--- src/rtl/demux_dispatcher_if.sv ---
// Handshake bus for demux_dispatcher: one input stream in, eight one-hot output channels out.
// Data is common to all channels; out_valid selects which sink the held word is offered to.
interface demux_dispatcher_if #(
  parameter int DW = 8
);
  logic [DW-1:0] in_data;
  logic          in_valid;
  logic          in_ready;
  logic [DW-1:0] out_data;
  logic [7:0]    out_valid;
  logic [7:0]    out_ready;

  modport slave (
    input  in_data, in_valid, out_ready,
    output in_ready, out_data, out_valid
  );

  modport master (
    output in_data, in_valid, out_ready,
    input  in_ready, out_data, out_valid
  );
endinterface

--- src/rtl/demux_dispatcher.sv ---
// One-word demultiplexer: captures an input word and offers it to one of eight channels,
// chosen round-robin over enabled channels or fixed, dropping it after TIMEOUT idle SEND cycles.
module demux_dispatcher #(
  parameter int DW      = 8,
  parameter int TIMEOUT = 16
) (
  input  logic                clk,
  input  logic                rst,
  demux_dispatcher_if.slave   bus,
  input  logic                mode,
  input  logic [2:0]          fix_sel,
  input  logic [7:0]          chan_en,
  output logic [2:0]          cur_sel,
  output logic [7:0]          drop_cnt
);

  typedef enum logic {IDLE, SEND} state_t;

  localparam logic [7:0] WAIT_LAST = 8'(TIMEOUT - 1);

  state_t        state, state_nxt;
  logic [DW-1:0] hold;
  logic [2:0]    rr_ptr;
  logic [7:0]    wait_cnt;
  logic          held_mode;
  logic          in_ready_c;
  logic          accept;
  logic          xfer;
  logic          timeout_hit;
  logic          drop;

  // First enabled channel at or above ptr, wrapping 7 -> 0.
  function automatic logic [2:0] rr_pick(input logic [2:0] ptr, input logic [7:0] en);
    logic [2:0] idx;
    logic       found;
    rr_pick = ptr;
    found   = 1'b0;
    for (int i = 0; i < 8; i++) begin
      idx = ptr + 3'(i);
      if (!found && en[idx]) begin
        rr_pick = idx;
        found   = 1'b1;
      end
    end
  endfunction

  // NOTE: every output of this block gets a default first, so no path leaves one unassigned (no latches).
  always_comb begin
    state_nxt   = state;
    in_ready_c  = 1'b0;
    accept      = 1'b0;
    xfer        = 1'b0;
    timeout_hit = 1'b0;
    drop        = 1'b0;
    case (state)
      IDLE: begin
        in_ready_c = mode ? chan_en[fix_sel] : (chan_en != 8'h00);
        accept     = bus.in_valid && in_ready_c;
        if (accept) state_nxt = SEND;
      end
      SEND: begin
        xfer        = bus.out_ready[cur_sel];
        timeout_hit = (wait_cnt == WAIT_LAST);
        drop        = !xfer && timeout_hit;
        if (xfer || timeout_hit) state_nxt = IDLE;
      end
      default: state_nxt = IDLE;
    endcase
  end

  assign bus.in_ready  = in_ready_c;
  assign bus.out_data  = hold;
  assign bus.out_valid = (state == SEND) ? (8'h01 << cur_sel) : 8'h00;

  // NOTE: sequential state uses non-blocking assignments so every register samples pre-edge values.
  always_ff @(posedge clk) begin
    if (rst) begin
      state     <= IDLE;
      rr_ptr    <= 3'd0;
      cur_sel   <= 3'd0;
      // NOTE: the hold register is a single word, and it is reset so out_data is defined at startup.
      hold      <= '0;
      wait_cnt  <= 8'd0;
      drop_cnt  <= 8'd0;
      held_mode <= 1'b0;
    end else begin
      state <= state_nxt;

      // Target, mode and data are frozen here for the whole SEND phase.
      if (accept) begin
        hold      <= bus.in_data;
        cur_sel   <= mode ? fix_sel : rr_pick(rr_ptr, chan_en);
        held_mode <= mode;
        wait_cnt  <= 8'd0;
      end else if (state == SEND && !xfer && !timeout_hit) begin
        wait_cnt <= wait_cnt + 8'd1;
      end

      if ((xfer || drop) && !held_mode)
        rr_ptr <= cur_sel + 3'd1;

      if (drop && drop_cnt != 8'hFF)
        drop_cnt <= drop_cnt + 8'd1;
    end
  end

endmodule

--- src/flat_wrapper.sv ---
// flat-port wrapper written by rule: the top's interface ports become plain ports
module demux_dispatcher_flat 
#(
  parameter int DW      = 8,
  parameter int TIMEOUT = 16
)
  (clk, rst, mode, fix_sel, chan_en, cur_sel, drop_cnt, bus_in_data, bus_in_valid, bus_out_ready, bus_in_ready, bus_out_data, bus_out_valid);
  demux_dispatcher_if #(.DW(DW)) bus_i ();
  input  logic clk;
  input  logic rst;
  input  logic mode;
  input  logic [2:0] fix_sel;
  input  logic [7:0] chan_en;
  output logic [2:0] cur_sel;
  output logic [7:0] drop_cnt;
  input wire logic [$bits(bus_i.in_data)-1:0] bus_in_data;
  input wire logic [$bits(bus_i.in_valid)-1:0] bus_in_valid;
  input wire logic [$bits(bus_i.out_ready)-1:0] bus_out_ready;
  output wire logic [$bits(bus_i.in_ready)-1:0] bus_in_ready;
  output wire logic [$bits(bus_i.out_data)-1:0] bus_out_data;
  output wire logic [$bits(bus_i.out_valid)-1:0] bus_out_valid;
  assign bus_i.in_data = bus_in_data;
  assign bus_i.in_valid = bus_in_valid;
  assign bus_i.out_ready = bus_out_ready;
  assign bus_in_ready = bus_i.in_ready;
  assign bus_out_data = bus_i.out_data;
  assign bus_out_valid = bus_i.out_valid;
  demux_dispatcher #(.DW(DW), .TIMEOUT(TIMEOUT)) u_core (.clk(clk), .rst(rst), .bus(bus_i), .mode(mode), .fix_sel(fix_sel), .chan_en(chan_en), .cur_sel(cur_sel), .drop_cnt(drop_cnt));
endmodule
--- config.mk ---
export PLATFORM = sky130hd
export DESIGN_NAME = demux_dispatcher_flat
export DESIGN_NICKNAME = d
export VERILOG_FILES = /design/src/rtl/demux_dispatcher_if.sv /design/src/rtl/demux_dispatcher.sv /design/src/flat_wrapper.sv
export SDC_FILE = /design/constraint.sdc
export NUM_CORES = 1
export LEC_CHECK = 0
export ABC_AREA = 1
export BUFFER_PORTS_ARGS = -buffer_cell sky130_fd_sc_hd__buf_2
export CORE_AREA = 2 2 79 62
export CTS_BUF_LIST = sky130_fd_sc_hd__clkbuf_4
export DETAILED_ROUTE_END_ITERATION = 10
export DIE_AREA = 0 0 81 64
export PLACE_DENSITY = 0.77
export SKIP_CTS_REPAIR_TIMING = 1
export SYNTH_ARGS = -nofsm -noshare
export SYNTH_HDL_FRONTEND = slang
export SYNTH_SLANG_ARGS = --single-unit
--- constraint.sdc ---
create_clock -name clk -period 2.9 [get_ports clk]
set_input_delay 0.145 -clock clk [delete_from_list [all_inputs] [get_ports clk]]
set_output_delay 0.145 -clock clk [all_outputs]
set_load 0.02 [all_outputs]
==> results of run 1 <==
[layout make-up]
cell class / count / area share
Clock buffer: 5 / 0.01387
Inverter: 48 / 0.06657
Multi-Input combinational cell: 282 / 0.5405
Timing Repair Buffer: 60 / 0.1128
Clock inverter: 2 / 0.002774
Sequential cell: 32 / 0.2372
Tap cell: 57 / 0.02635
[worst min-delay path, delay by kind of cell]
kind	cells	cell delay, ns
and+or+nand+nor	2	0.12
buffers and inverters	1	0.08
[metal layers]
metal / GRT usage / up-vias / part of all wire
li1: - / 1323 / -
met1: 0.3231 / 1111 / 0.51
met2: 0.3657 / 74 / 0.42
met3: 0.03531 / 4 / 0.060
met4: 0.05932 / 0 / 0.0066
met5: 0 / - / 0
[placed cells by master, fill, tap and decap left out, types with 4 or more instances in the layout]
master,instances
a21oi_1,22
buf_2,58
clkbuf_4,5
dfxtp_1,31
ha_1,10
inv_1,44
inv_2,4
nand2_1,103
nand2_2,7
nand3_1,44
nand4_1,5
nor2_1,27
nor3_1,5
o21ai_0,23
o21ai_1,4
o22ai_1,4
[per-stage QoR]
stage / util / hold slack, ns / setup slack, ns
5_1_grt: 0.6205 / 0.04491 / 0.02590
3_5_place_dp: 0.6099 / 0.3724 / 0.2298
6_report: 0.6205 / 0.03669 / 0.2930
3_3_place_gp: 0.6099 / 0.3706 / 0.3291
4_1_cts: 0.6202 / 0.02487 / 0.2053
2_1_floorplan: - / 0.2074 / 0.6147
[how the worst max path moves through the flow]
stage | slack (ns) | cells after the start | end | start
floorplan | 0.61 | 19 | u_core.cur_sel[0] | u_core.rr_ptr[1]
global placement | 0.33 | 20 | u_core.cur_sel[2] | u_core.rr_ptr[0]
detailed placement | 0.23 | 20 | u_core.cur_sel[2] | u_core.rr_ptr[0]
CTS | 0.21 | 20 | u_core.cur_sel[2] | u_core.rr_ptr[0]
global route | 0.03 | 20 | u_core.cur_sel[2] | u_core.rr_ptr[0]
finish | 0.29 | 20 | u_core.cur_sel[2] | u_core.rr_ptr[1]
[kinds of logic after synthesis]
| family | Yosys count |
|---|---|
| xor+xnor | 5 |
| flops | 32 |
| fa+ha+maj | 10 |
| simple gates | 204 |
| compound gates | 62 |
| buf+inv | 55 |
| mux | 1 |
[power by group]
group	leakage [uW]	total [uW]	switching [uW]	internal (uW)
Combinational	0.00107	422	279	143
Clock	0.0000261	227	142	84.5
Sequential	0.000260	488	29.3	459
[flip-flops by register name, indices dropped and copies added (netlist names)]
signal	cells
u_core.bus.out_data	8
u_core.drop_cnt	8
u_core.wait_cnt	8
u_core.cur_sel	3
u_core.rr_ptr	3
u_core.held_mode	1
u_core.state	1
==> results.yml, run 1 <==
power_and_ir_drop:
  vdd_ir_drop_max_mv: 0.2563
  p_per_area_nw_per_um2: 420.2
  power.total_uw: 1137
  total_leakage_power_uw: 0.001356
detailed_routing:
  final_antenna_net_count: 0
  wl_mm: 5.564
  num_vias: 2512
  drc: 0
  vias_per_cell: 5.169
  firstDrtPassIters: 4
  routedWlPerCell_um: 11.45
  drt_iter0_drc: 141
worst_setup_path:
  worstReg2RegEnd: "u_core.cur_sel[2]"
  path_common_cell: "nand2_1"
  path_max_fanout: 7
  r2r_slack_ns: 0.29
  crit-reg2reg-launch: "u_core.rr_ptr[1]"
  worstPathRequired_ns: 3.13
  timing_worst_setup_path_type: "flop to flop"
  r2r_cells: 20
  critPathBufInv: 3
  critical-path-top-delay-family: "simple AND/OR/NAND/NOR gates"
  crit_slowest_cell: "dfxtp_1"
  arrival_ns: 2.84
  crit_path_cell_trace: "inv_2 -> ha_1 -> inv_1 -> nand3_1 -> nand2_1 -> nand2_1 -> nand2_2 -> nand2_4 -> nor2_8 -> nand2_2 -> nor2_2 -> nand3_1 -> o21ai_1 -> inv_1 -> nand2_1 -> nand2_1 -> nand2_1 -> nand2_1 -> nand2_1 -> nand2_1"
  cpPeakStageDelay_ns: 0.49
  cp-start-kind: "flop"
  critPathCaptureType: "flop"
synthesis:
  synthesis.area_sq_um: 2330
  synth.most_common_cell: "nand2_1"
  avgSynthCellArea_sq_um: 6.314
  synthFlopType: "dfxtp_1"
  synth-seq-cells: 32
  synth_mux_area_frac: 0.004296
  synth_xor_area_frac: 0.02524
  yosysTopAreaCell: "dfxtp_1"
  syn_inst: 369
  synth_top_area_frac: 0.2750
  synthTopCellsByArea: "dfxtp_1 27%, nand2_1 17%, nand3_1 9.5%, inv_1 7.1%, ha_1 5.4%"
  synth_adder_area_share: 0.05371
  synth_edf_count: 0
  synth_cell_type_count: 40
  synthSimpleGateAreaFrac: 0.3980
  synth-compound-area-share: 0.1466
  synth_top_family_by_area: "simple AND/OR/NAND/NOR gates"
  synth_nets: 410
  synth-seq-area-share: 0.2750
  yosys-top-cells-count: "103 x nand2_1, 44 x inv_1, 44 x nand3_1"
  yosys_warnings: 0
  async_reset_ff_frac: 0
global_routing:
  overflow: 0
  track_usage: 0.2295
  grt_pass1_wl_mm: 9.577
  grt_max_degree: 20
  grt_pass1_vias: 2233
  antenna_found_initial: 0
cells_and_area:
  areaGrowthSynthToFinish_pct: 16.17
  fin_cells: 486
  regArea_sq_um: 641.9
  design_area_sq_um: 2706
  nets: 470
  multi_input_area_sq_um: 1463
  antenna_cells: 0
  fill_cells: 431
  drive_gt1_frac: 0.2098
placement:
  gp_congestion: 0.9049
  placed_area_sq_um: 2660
  port_buffers: 58
  dpl.hpwl_mm: 4.408
  numPlacedInstances: 479
clocking:
  cts_sinks: 32
  clkTransAtPathRegs_ns: 0.09
  htreeDepth: 2
  cts_buffer_depth: 2
  root_buffer: "clkbuf_4"
  cts_made_buffers: 5
  clkLatencyLatePin_ns: 0.33
  cts_tree: "yes"
hold_path:
  hold_depth: 3
  hold_start: "bus_in_data[6]"
  hold_end: "u_core.bus.out_data[6]"
  hold_path.class: "primary input to flop"
die:
  coreArea_sq_um: 4362
  rows: 21
  start_util: 0.5341
  die_h_um: 64
  die_area_sq_um: 5184
  die_x_um: 81
  io-pin-count: 59
timing:
  final.min_clock_period_ns: 2.607
  rsz0062_at_grt: "false"
  worst_slew_pin_slew_ns: 0.6346
  fin_crit_sh: 0.8990
  max_slew_margin: 0.5725
  setup_viol: 0
  slew_viol_final: 0
  skew_ns: 0.009095
  hold_viol: 0
  max_freq_ghz: 0.3836
  finalSetupTns_ns: 0
status:
  outcome: "complete, no violations"
job:
  max-cap-violations: 0
Power figures use the tool's default switching activity.
==> run 2: changes to the inputs <==
==> constraint.sdc (replaced) <==
create_clock -name clk -period 2.9 [get_ports clk]
set_input_delay 0.29 -clock clk [delete_from_list [all_inputs] [get_ports clk]]
set_output_delay 0.29 -clock clk [all_outputs]
set_load 0.02 [all_outputs]
==> run 2 against run 1 <==
Worst setup slack worse by 0.041 ns. Sequential share of layout area up 0.070 points. Utilization up 0.057 points. Die area unchanged. Flip-flop and latch count unchanged. Largest cell class unchanged. Largest power group unchanged.
==> results.yml, run 2 (synthesized netlist as in run 1, its figures left out) <==
status:
  outcome: "complete, no violations"
timing:
  slew_viol_final: 0
  rsz0062_at_grt: "false"
  whs_ns: 0.1815
  setup_viol: 0
  fin_crit_sh: 0.9132
  final.min_clock_period_ns: 2.648
  finalSetupTns_ns: 0
  worst_slew_pin_slew_ns: 0.6156
  fin_ws_ns: 0.2516
  skew_ns: 0.01029
  hold_viol: 0
  max_slew_margin: 0.5852
  max_freq_ghz: 0.3776
clocking:
  clkTransAtPathRegs_ns: 0.10
  htreeDepth: 2
  clkLatencyLatePin_ns: 0.32
  cts_tree: "yes"
  root_buffer: "clkbuf_4"
  cts_sinks: 32
  cts_buffer_depth: 2
  cts_made_buffers: 5
power_and_ir_drop:
  p_switching_uw: 449.8
  p_sw_frac: 0.3958
  p_per_area_nw_per_um2: 419.5
  internal-power_uw: 686.6
  total_leakage_power_uw: 0.001357
  p_clk_frac: 0.198
  pwr-share-seq: 0.430
  power_frac_comb: 0.372
  vdd_ir_drop_max_mv: 0.2619
placement:
  numPlacedInstances: 479
  port_buffers: 58
  gp_congestion: 0.9049
  dpl.hpwl_mm: 4.474
  place_ws_ns: 0.2034
global_routing:
  antenna_found_initial: 0
  track_usage: 0.2339
  grt_max_degree: 20
  grt_pass1_vias: 2216
  grt_pass1_wl_mm: 9.653
  overflow: 0
worst_setup_path:
  crit_path_cell_trace: "inv_2 -> ha_1 -> inv_1 -> nand3_1 -> nand2_1 -> nand2_1 -> nand2_2 -> nand2_4 -> nor2_8 -> nand2_2 -> nor2_2 -> nand2_2 -> o21ai_0 -> inv_1 -> nand2_1 -> nand2_1 -> nand2_1 -> a21oi_2"
  critPathCaptureType: "flop"
  cp-start-kind: "flop"
  path_max_fanout: 7
  timing_worst_setup_path_type: "flop to flop"
  path_common_cell: "nand2_1"
  cpPeakStageDelay_ns: 0.48
  crit_slowest_cell: "dfxtp_1"
  r2r_cells: 18
  worstPathRequired_ns: 3.12
  arrival_ns: 2.87
detailed_routing:
  drc: 0
  vias_per_cell: 5.117
  firstDrtPassIters: 4
  wl_mm: 5.607
  num_vias: 2487
  drt_iter0_drc: 170
  final_antenna_net_count: 0
  routedWlPerCell_um: 11.54
die:
  die_h_um: 64
  io-pin-count: 59
  start_util: 0.5341
  die_area_sq_um: 5184
  die_x_um: 81
  rows: 21
  coreArea_sq_um: 4362
cells_and_area:
  nets: 470
  fin_cells: 486
  final_common_cell: "nand2_1"
  fill_cells: 426
  mostFrequentLayoutCells: "103 x nand2_1, 58 x buf_2, 44 x inv_1, 44 x nand3_1, 31 x dfxtp_1"
  drive_gt1_frac: 0.2098
  areaGrowthSynthToFinish_pct: 16.27
  antenna_cells: 0
hold_path:
  hold_depth: 3
  hold_path.class: "primary input to flop"
job:
  max-cap-violations: 0
-- run 2: cell counts in the layout (fill, tap and decap cells not counted) --
Identical to the previous run, type by type.
-- run 2: through the flow --
step	utilization	cell area, sq um	total power [uW]
after floorplan	-	2330	810.8
after global placement	0.6099	2660	911.8
after detailed placement	0.6099	2660	917.3
after CTS	0.6202	2705	1144
after global routing	0.6211	2709	1223
final	0.6211	2709	1136
-- run 2: path summary, 6_finish.rpt --
kind / from / endpoint / slack, ns
worst min-delay path: bus_in_data[6] / u_core.bus.out_data[6] / 0.18
worst max register to register: u_core.rr_ptr[1] / u_core.cur_sel[1] / 0.25
worst min register to register: u_core.bus.out_data[5] / u_core.bus.out_data[5] / 0.45
worst max-delay path: u_core.rr_ptr[1] / u_core.cur_sel[1] / 0.25
-- run 2: worst max-delay path, delay by kind of cell, from the launching register on --
| kind | cells | cell delay [ns] |
|---|---|---|
| buffers and inverters | 3 | 0.37 |
| adder cells (fa/ha/maj) | 1 | 0.38 |
| AND/OR/NAND/NOR | 12 | 1.07 |
| flip-flops | 1 | 0.48 |
| AO/OA/AOI/OAI | 2 | 0.24 |
-- run 2: per-layer routing --
| layer | vias to the layer above | global-route usage | part of all wire |
|---|---|---|---|
| met2 | 81 | 0.3595 | 0.42 |
| met5 | - | 0 | 0 |
| li1 | 1334 | - | - |
| met4 | 0 | 0.07415 | 0.0071 |
| met1 | 1068 | 0.3284 | 0.51 |
| met3 | 4 | 0.04661 | 0.069 |
-- run 2: area by class of cell --
class	count	area, sq um	share of cell area
sequential	32	644.4	0.2379
clock inverter	2	7.507	0.002771
tap	57	71.32	0.02633
multi-input combinational	282	1463	0.5400
inverter	48	180.2	0.06651
clock buffer	5	37.54	0.01386
timing repair buffer	60	305.3	0.1127
-- run 2: power groups by stage --
stage / sequential, uW / clock [uW] / combinational (uW)
global route: 491 / 252 / 480
CTS: 487 / 235 / 421
detailed placement: 497 / 0 / 420
floorplan: 499 / 0 / 312
global placement: 497 / 0 / 415
finish: 488 / 225 / 423
